===== src/rtl/gppm_acumulador_if.sv =====
// Bundle of the accumulator's operator-facing and GPPM-facing signals.
// The accumulator drives the GPPM instruction word and its status outputs.
// The environment (operator inputs plus the GPPM itself) drives the rest.
interface gppm_acumulador_if #(
  parameter int DATA_W = 3
);
  logic [DATA_W-1:0] num;
  logic              enter;
  logic [3:0]        op_sel;
  logic              restart;
  logic [31:0]       gppm_out;
  logic              is_zero;
  logic [63:0]       instruction;
  logic [DATA_W-1:0] res;
  logic              res_zero;
  logic              done;
  logic              busy;
  logic [4:0]        idx;

  // Accumulator side.
  modport master (
    input  num, enter, op_sel, restart, gppm_out, is_zero,
    output instruction, res, res_zero, done, busy, idx
  );

  // Environment side: operator stimulus and the GPPM datapath.
  modport slave (
    output num, enter, op_sel, restart, gppm_out, is_zero,
    input  instruction, res, res_zero, done, busy, idx
  );
endinterface


===== src/rtl/gppm_acumulador.sv =====
// GPPM accumulator front-end.
// Loads NUM_OPS operands into GPPM registers 0..NUM_OPS-1 by immediate
// writes, folds them through one ALU op into register NUM_OPS, then holds
// the truncated result until restart.
module gppm_acumulador #(
  parameter int DATA_W  = 3,
  parameter int NUM_OPS = 2,
  parameter int OP_W    = 4
) (
  input logic               clk,
  input logic               reset,
  gppm_acumulador_if.master bus
);

  localparam logic [4:0] ACC_REG  = 5'(NUM_OPS);
  localparam logic [4:0] LAST_IDX = 5'(NUM_OPS - 1);

  typedef enum logic [1:0] {
    LOAD    = 2'd0,
    COMPUTE = 2'd1,
    DONE    = 2'd2
  } state_t;

  state_t            state_reg, state_next;
  logic [4:0]        idx_reg, idx_next;
  logic [OP_W-1:0]   op_reg, op_next;
  logic              enter_reg;
  logic [DATA_W-1:0] res_reg, res_next;
  logic              res_zero_reg, res_zero_next;
  logic              enter_edge;
  logic [63:0]       instr;

  // The edge detector samples enter in every state, so a level held across
  // restart is not mistaken for a fresh strobe once back in LOAD.
  assign enter_edge = bus.enter & ~enter_reg;

  // State, index, op latch, edge detector and result registers.
  always_ff @(posedge clk) begin
    if (!reset) begin
      state_reg    <= LOAD;
      idx_reg      <= '0;
      op_reg       <= '0;
      enter_reg    <= 1'b0;
      res_reg      <= '0;
      res_zero_reg <= 1'b0;
    end else begin
      state_reg    <= state_next;
      idx_reg      <= idx_next;
      op_reg       <= op_next;
      enter_reg    <= bus.enter;
      res_reg      <= res_next;
      res_zero_reg <= res_zero_next;
    end
  end

  // Next-state logic: operand counting, compute stepping, result capture.
  always_comb begin
    state_next    = state_reg;
    idx_next      = idx_reg;
    op_next       = op_reg;
    res_next      = res_reg;
    res_zero_next = res_zero_reg;
    case (state_reg)
      LOAD: begin
        if (enter_edge) begin
          if (idx_reg == LAST_IDX) begin
            op_next    = bus.op_sel;
            idx_next   = 5'd1;
            state_next = COMPUTE;
          end else begin
            idx_next = idx_reg + 5'd1;
          end
        end
      end
      COMPUTE: begin
        if (idx_reg == LAST_IDX) begin
          // The GPPM result bus carries the final fold this cycle.
          res_next      = bus.gppm_out[DATA_W-1:0];
          res_zero_next = bus.is_zero;
          idx_next      = '0;
          state_next    = DONE;
        end else begin
          idx_next = idx_reg + 5'd1;
        end
      end
      DONE: begin
        // restart wins over a coincident enter edge; the edge is dropped.
        if (bus.restart) begin
          idx_next   = '0;
          state_next = LOAD;
        end
      end
      default: begin
        idx_next   = '0;
        state_next = LOAD;
      end
    endcase
  end

  // Instruction word: immediate writes in LOAD, ALU folds in COMPUTE, idle in DONE.
  always_comb begin
    instr = '0;
    case (state_reg)
      LOAD: begin
        instr[15:11]          = idx_reg;
        instr[21]             = 1'b1;
        instr[21+DATA_W:22]   = bus.num;
      end
      COMPUTE: begin
        // First step combines operands 0 and 1; later steps fold into ACC.
        instr[5:1]   = (idx_reg == 5'd1) ? 5'd0 : ACC_REG;
        instr[10:6]  = idx_reg;
        instr[15:11] = ACC_REG;
        instr[19:16] = op_reg;
        instr[20]    = 1'b1;
        instr[21]    = 1'b1;
      end
      default: instr = '0;
    endcase
  end

  assign bus.instruction = instr;
  assign bus.res         = res_reg;
  assign bus.res_zero    = res_zero_reg;
  assign bus.done        = (state_reg == DONE);
  assign bus.busy        = (state_reg == COMPUTE);
  assign bus.idx         = idx_reg;

endmodule


===== src/flat_wrapper.sv =====
// flat-port wrapper written by rule: the top's interface ports become plain ports
module gppm_acumulador_flat 
#(
  parameter int DATA_W  = 3,
  parameter int NUM_OPS = 2,
  parameter int OP_W    = 4
)
  (clk, reset, bus_num, bus_enter, bus_op_sel, bus_restart, bus_gppm_out, bus_is_zero, bus_instruction, bus_res, bus_res_zero, bus_done, bus_busy, bus_idx);
  gppm_acumulador_if #(.DATA_W(DATA_W)) bus_i ();
  input logic clk;
  input logic reset;
  input wire logic [$bits(bus_i.num)-1:0] bus_num;
  input wire logic [$bits(bus_i.enter)-1:0] bus_enter;
  input wire logic [$bits(bus_i.op_sel)-1:0] bus_op_sel;
  input wire logic [$bits(bus_i.restart)-1:0] bus_restart;
  input wire logic [$bits(bus_i.gppm_out)-1:0] bus_gppm_out;
  input wire logic [$bits(bus_i.is_zero)-1:0] bus_is_zero;
  output wire logic [$bits(bus_i.instruction)-1:0] bus_instruction;
  output wire logic [$bits(bus_i.res)-1:0] bus_res;
  output wire logic [$bits(bus_i.res_zero)-1:0] bus_res_zero;
  output wire logic [$bits(bus_i.done)-1:0] bus_done;
  output wire logic [$bits(bus_i.busy)-1:0] bus_busy;
  output wire logic [$bits(bus_i.idx)-1:0] bus_idx;
  assign bus_i.num = bus_num;
  assign bus_i.enter = bus_enter;
  assign bus_i.op_sel = bus_op_sel;
  assign bus_i.restart = bus_restart;
  assign bus_i.gppm_out = bus_gppm_out;
  assign bus_i.is_zero = bus_is_zero;
  assign bus_instruction = bus_i.instruction;
  assign bus_res = bus_i.res;
  assign bus_res_zero = bus_i.res_zero;
  assign bus_done = bus_i.done;
  assign bus_busy = bus_i.busy;
  assign bus_idx = bus_i.idx;
  gppm_acumulador #(.DATA_W(DATA_W), .NUM_OPS(NUM_OPS), .OP_W(OP_W)) u_core (.clk(clk), .reset(reset), .bus(bus_i));
endmodule

===== config.mk =====
export PLATFORM = sky130hd
export DESIGN_NAME = gppm_acumulador_flat
export DESIGN_NICKNAME = d
export VERILOG_FILES = /design/src/rtl/gppm_acumulador_if.sv /design/src/rtl/gppm_acumulador.sv /design/src/flat_wrapper.sv
export SDC_FILE = /design/constraint.sdc
export NUM_CORES = 1
export LEC_CHECK = 0
export BUFFER_PORTS_ARGS = -buffer_cell sky130_fd_sc_hd__buf_2
export CAP_MARGIN = 20
export CORE_ASPECT_RATIO = 1.2
export CORE_MARGIN = 8
export CORE_UTILIZATION = 37
export DETAILED_ROUTE_END_ITERATION = 16
export GPL_ROUTABILITY_DRIVEN = 0
export PLACE_DENSITY = 0.92
export SLEW_MARGIN = 20
export SYNTH_ARGS = -nofsm -noshare
export SYNTH_HDL_FRONTEND = slang
export SYNTH_SLANG_ARGS = --single-unit
export TNS_END_PERCENT = 100

===== constraint.sdc =====
create_clock -name clk -period 1.9 [get_ports clk]
set_input_delay 0.38 -clock clk [delete_from_list [all_inputs] [get_ports clk]]
set_output_delay 0.38 -clock clk [all_outputs]
set_load 0.02 [all_outputs]

# After elaboration in Yosys (flattened, before gate mapping)
# Index checks and enable logic that the tools add are counted.
[totals] register_bits=16 out_inout_bits=75 elab_cells=38
[classes] n_addsub=1 eq_ne=7 n_mux=16 n_bitwise=2 reduce_logical=6
[op_table] cell="2-to-1 mux 5 bit" n=5
[op_table] cell="case mux 5 bit (3 select lines)" n=1
[op_table] cell="2-to-1 mux 10 bit" n=1
[op_table] cell="2-to-1 mux 2 bit" n=5
[op_table] cell="case mux 5 bit (2 select lines)" n=1
[op_table] cell="!= test 2 x 1 -> 1 bit (second input constant)" n=3
[op_table] cell="case mux 2 bit (3 select lines)" n=1
[op_table] cell="adder 5 x 1 -> 5 bit (second input constant)" n=1
[op_table] cell="equality test 5 x 1 -> 1 bit (second input constant)" n=1
[op_table] cell="AND reduction 2 bit" n=2
[op_table] cell="AND reduction 4 bit" n=1
[op_table] cell="2-to-1 mux 3 bit" n=1
[op_table] cell="AND reduction 3 bit" n=1
[op_table] cell="equality test 2 x 1 -> 1 bit (second input constant)" n=1
[op_table] cell="equality test 2 bit (second input constant)" n=1
[op_table] cell="logical NOT 2 bit" n=1
[op_table] cell="!= test 2 bit (second input constant)" n=1
[op_table] cell="OR reduction 2 bit" n=1
[op_table] cell="bitwise AND 1 bit" n=1
[op_table] cell="2-to-1 mux 1 bit" n=1
[op_table] cell="inverter 1 bit" n=1

# Longest topological paths before layout
[depth] depth_word=4 ltp_mapped=6 ltp_nobuf=5

# Least setup slack after synthesis
# No wires, ideal clock.
[synth_path] path_kind="reg-to-output" startpoint="reg u_core.state_reg[1]" endpoint="out bus_instruction[10]" arrival_ns=1.494 t_required_ns=1.520 path_slack_ns=0.026 path_stages_with_launch=6 path_cell_list="dfxtp_1 clkbuf_1 nand2b_1 inv_1 clkbuf_1 and2_1"
[synth_via] elab_chain_len=2
[synth_lines] element="from (decl)" line="gppm_acumulador.sv:24" rtl="state_t state_reg, state_next;"
[synth_lines] element="from (signal assigned)" line="gppm_acumulador.sv:47" rtl="state_reg <= state_next;"
[synth_lines] element="equality test 2 x 1 -> 1 bit"
[synth_lines] element="via bus_busy" line="flat_wrapper.sv:22" rtl="output wire logic [$bits(bus_i.busy)-1:0] bus_busy;"
[synth_lines] element="2-to-1 mux 10 bit" line="gppm_acumulador.sv:103" rtl="case (state_reg)"
[synth_lines] element="to (decl)" line="flat_wrapper.sv:18" rtl="output wire logic [$bits(bus_i.instruction)-1:0] bus_instruction;"
# The timed path passes the listed nets, and every way through them passes these cells.

# Final worst setup path
[layout_path] startpoint="reg u_core.idx_reg[1] (netlist: u_core.bus.idx[1])" endpoint="out bus_instruction[2]"
[layout_via] elab_chain_len=3
[layout_lines] element="from (decl)" line="gppm_acumulador.sv:25" rtl="logic [4:0] idx_reg, idx_next;"
[layout_lines] element="from (signal assigned)" line="gppm_acumulador.sv:48" rtl="idx_reg <= idx_next;"
[layout_lines] element="equality test 5 x 1 -> 1 bit" line="gppm_acumulador.sv:111" rtl="instr[5:1] = (idx_reg == 5'd1) ? 5'd0 : ACC_REG;"
[layout_lines] element="2-to-1 mux 2 bit" line="gppm_acumulador.sv:111"
[layout_lines] element="2-to-1 mux 10 bit" line="gppm_acumulador.sv:103"
# No other way between the ends.

==> impl_metrics.ini <==
[floorplan]
rows = 23
die_w_microns = 69.35
die-height_microns = 80.02
num_io_pins = 119
dieArea_sq_um = 5549
initial_core_util = 0.3819
coreArea_sq_um = 3309

[layout]
num-fill-cells = 349
area_growth_pct = 12.97
drive_above_1_share = 0.3107
final_core_util = 0.4314
largest_reg_flops = 5
final_nets = 254
antennaDiodeCount = 0

[min_path]
hold_depth = 2
hold_path.class = in -> reg
min_from = bus_enter
hold_end = u_core.enter_reg

[critical_path]
crit_buf_inv = 2
end_kind = primary output
reg2regPathDepth = 5
r2r-start = u_core.bus.idx[1]
critPathTopFamily = simple AND/OR/NAND/NOR gates
crit_path_start_kind = flip-flop
slowest_stage = nor4b_4
path_max_fanout = 7
crit_type = reg -> out
r2r_end = u_core.state_reg[0]
worstPathArrival_ps = 1430
path_cells = inv_1 > ha_1 > nor4b_4 > nor2_1 > buf_2
cp.required_ps = 1520
crit_path_max_incr_delay_ps = 370
r2r_setup_slack_ps = 200

[synthesis]
synth_area_sq_um = 1264
async_reset_ff_frac = 0
ys_ff_latch = 16
synth_edf_count = 0
synth_warnings = 0
synth_flop_cell = dfxtp_1
synthCells = 159
postSynthAreaPerCell_sq_um = 7.948
synth-seq-area-share = 0.2535
synth_cell_types = 32

[run_status]
status = complete, no violations

[timing]
finalMaxSlewViolations = 0
fin_tns_setup_ps = 0
setup_violations = 0
hold_violations = 0
min_period_ps = 1807
period_share = 0.9510
holdWs_ps = 370.0
fin_skew_ps = 2.282
max_freq_ghz = 0.5534

[placement]
dp_hpwl_microns = 2483
portBuffers = 45

[routing]
first_iter_violations = 32
drc = 0
drt_wl_total_microns = 3031
ant_nets = 0
wire_per_inst_microns = 12.47
drt-pass1-iter-count = 4
via_per_inst = 4.498
vias = 1093

[global_routing]
grtUsageTotal = 0.1022
grt_max_degree = 26
grt_first_pass_wirelength_microns = 4816
grt_overflow_total = 0
grt_pass1_vias = 1109
grt_antenna_before_repair = 0

[power_and_ir_drop]
p_per_area_nw_per_um2 = 653.0
ir_drop_v = 0.0004819
p_leak_uw = 0.0007483

[clock_network]
clock-sinks = 16
cts_buffers = 3
cts_tree = done
clockBufferDepth = 2
clk_pin_slew_ps = 60
insertion_delay_ps = 250
htree_levels = 1
hold_buffers = 0
cts_root_buf = clkbuf_8

[run]
max-cap-violations = 0
cells in the mapped netlist (2+ instances only):
library cell	count	area share
buf_4	45	0.27
dfxtp_1	16	0.25
and2_1	14	0.069
nand2_1	13	0.039
a21oi_1	7	0.028
nor2_1	6	0.018
clkbuf_1	5	0.015
o21ai_0	5	0.020
a21boi_0	4	0.024
inv_1	4	0.012
mux2i_1	4	0.032
nand3_1	4	0.016
nor2b_1	4	0.020
nand2b_1	3	0.015
nand4_1	3	0.015
o22ai_1	3	0.015
a31oi_1	2	0.0099
and2_2	2	0.012
ha_1	2	0.020
worst reg2reg max path, stage by stage, from the launching register on:
cell     delay, ps
dfxtp_1        310
inv_1           80
ha_1           160
or4b_4         460
or4b_1         480
a21oi_1        140
kinds of logic after synthesis:
family | after synthesis | synth area share
buffers and inverters | 56 | 0.3069
and+or+nand+nor | 55 | 0.2614
AOI/OAI and AO/OA | 25 | 0.1238
DFF | 16 | 0.2535
muxes | 4 | 0.03168
adders and majority gates | 2 | 0.01980
other | 1 | 0.002967
final cells by class:
type                            count  area, sq um  area share
Timing Repair Buffer               53        285.3      0.1998
Multi-Input combinational cell    130        716.9      0.5022
Inverter                            4        15.01     0.01052
Clock buffer                        3        41.29     0.02892
Sequential cell                    16        322.8      0.2261
Tap cell                           37        46.29     0.03243
report_power, final:
group	internal, uW	total (uW)	switching, uW
Clock	141	255	115
Combinational	105	316	211
Sequential	351	361	10.6
metrics by stage:
| step | power (uW) | area [sq um] | worst slack (ps) | instances |
|---|---|---|---|---|
| after floorplan | 655.9 | 1425 | 25.69 | 202 |
| after global placement | 666.0 | 1369 | 249.9 | 238 |
| after detailed placement | 669.8 | 1369 | 211.2 | 238 |
| after CTS | 927.3 | 1411 | 114.2 | 241 |
| after global routing | 988.1 | 1428 | -47.90 | 243 |
| final | 932.3 | 1428 | 93.08 | 243 |
routing by layer:
metal / part of all wire / global-route usage / routed length, microns
met1: 0.34 / 0.08895 / 1034
met4: 0.0096 / 0.04312 / 29
met3: 0.13 / 0.07090 / 408
met5: 0 / 0 / 0
met2: 0.51 / 0.1791 / 1557
cells in the final DEF (no fill, tap or decap):
cell type	instances
a211o_1	1
a21boi_0	4
a21oi_1	7
a22o_1	1
a22oi_1	1
a31oi_1	2
a32o_1	1
and2_1	14
and2_2	2
and4b_1	1
buf_2	45
buf_4	8
clkbuf_8	3
conb_1	44
dfxtp_1	14
dfxtp_2	2
ha_1	2
inv_1	3
inv_2	1
mux2i_1	4
nand2_1	13
nand2b_1	3
nand3_1	4
nand3b_1	1
nand4_1	3
nor2_1	6
nor2b_1	4
nor4b_4	1
o21ai_0	5
o22ai_1	3
or3b_2	1
or4b_1	1
or4b_4	1
timing repair:
item,in CTS,in global routing
setup buffers,0,2
resized for setup,2,1
endpoints found under the setup margin,8,5
worst max path at each step:
stage | startpoint | endpoint | slack (ps) | cells after the start
6_report | u_core.bus.idx[1] | bus_instruction[2] | 90 | 5
5_1_grt | u_core.bus.idx[1] | bus_instruction[2] | -50 | 5
4_1_cts | u_core.state_reg[0] | bus_instruction[13] | 110 | 3
3_5_place_dp | u_core.state_reg[1] | bus_instruction[8] | 210 | 4
3_3_place_gp | u_core.state_reg[1] | bus_instruction[8] | 250 | 4
2_1_floorplan | u_core.state_reg[1] | bus_instruction[10] | 30 | 5
Power figures use the tool's default switching activity.
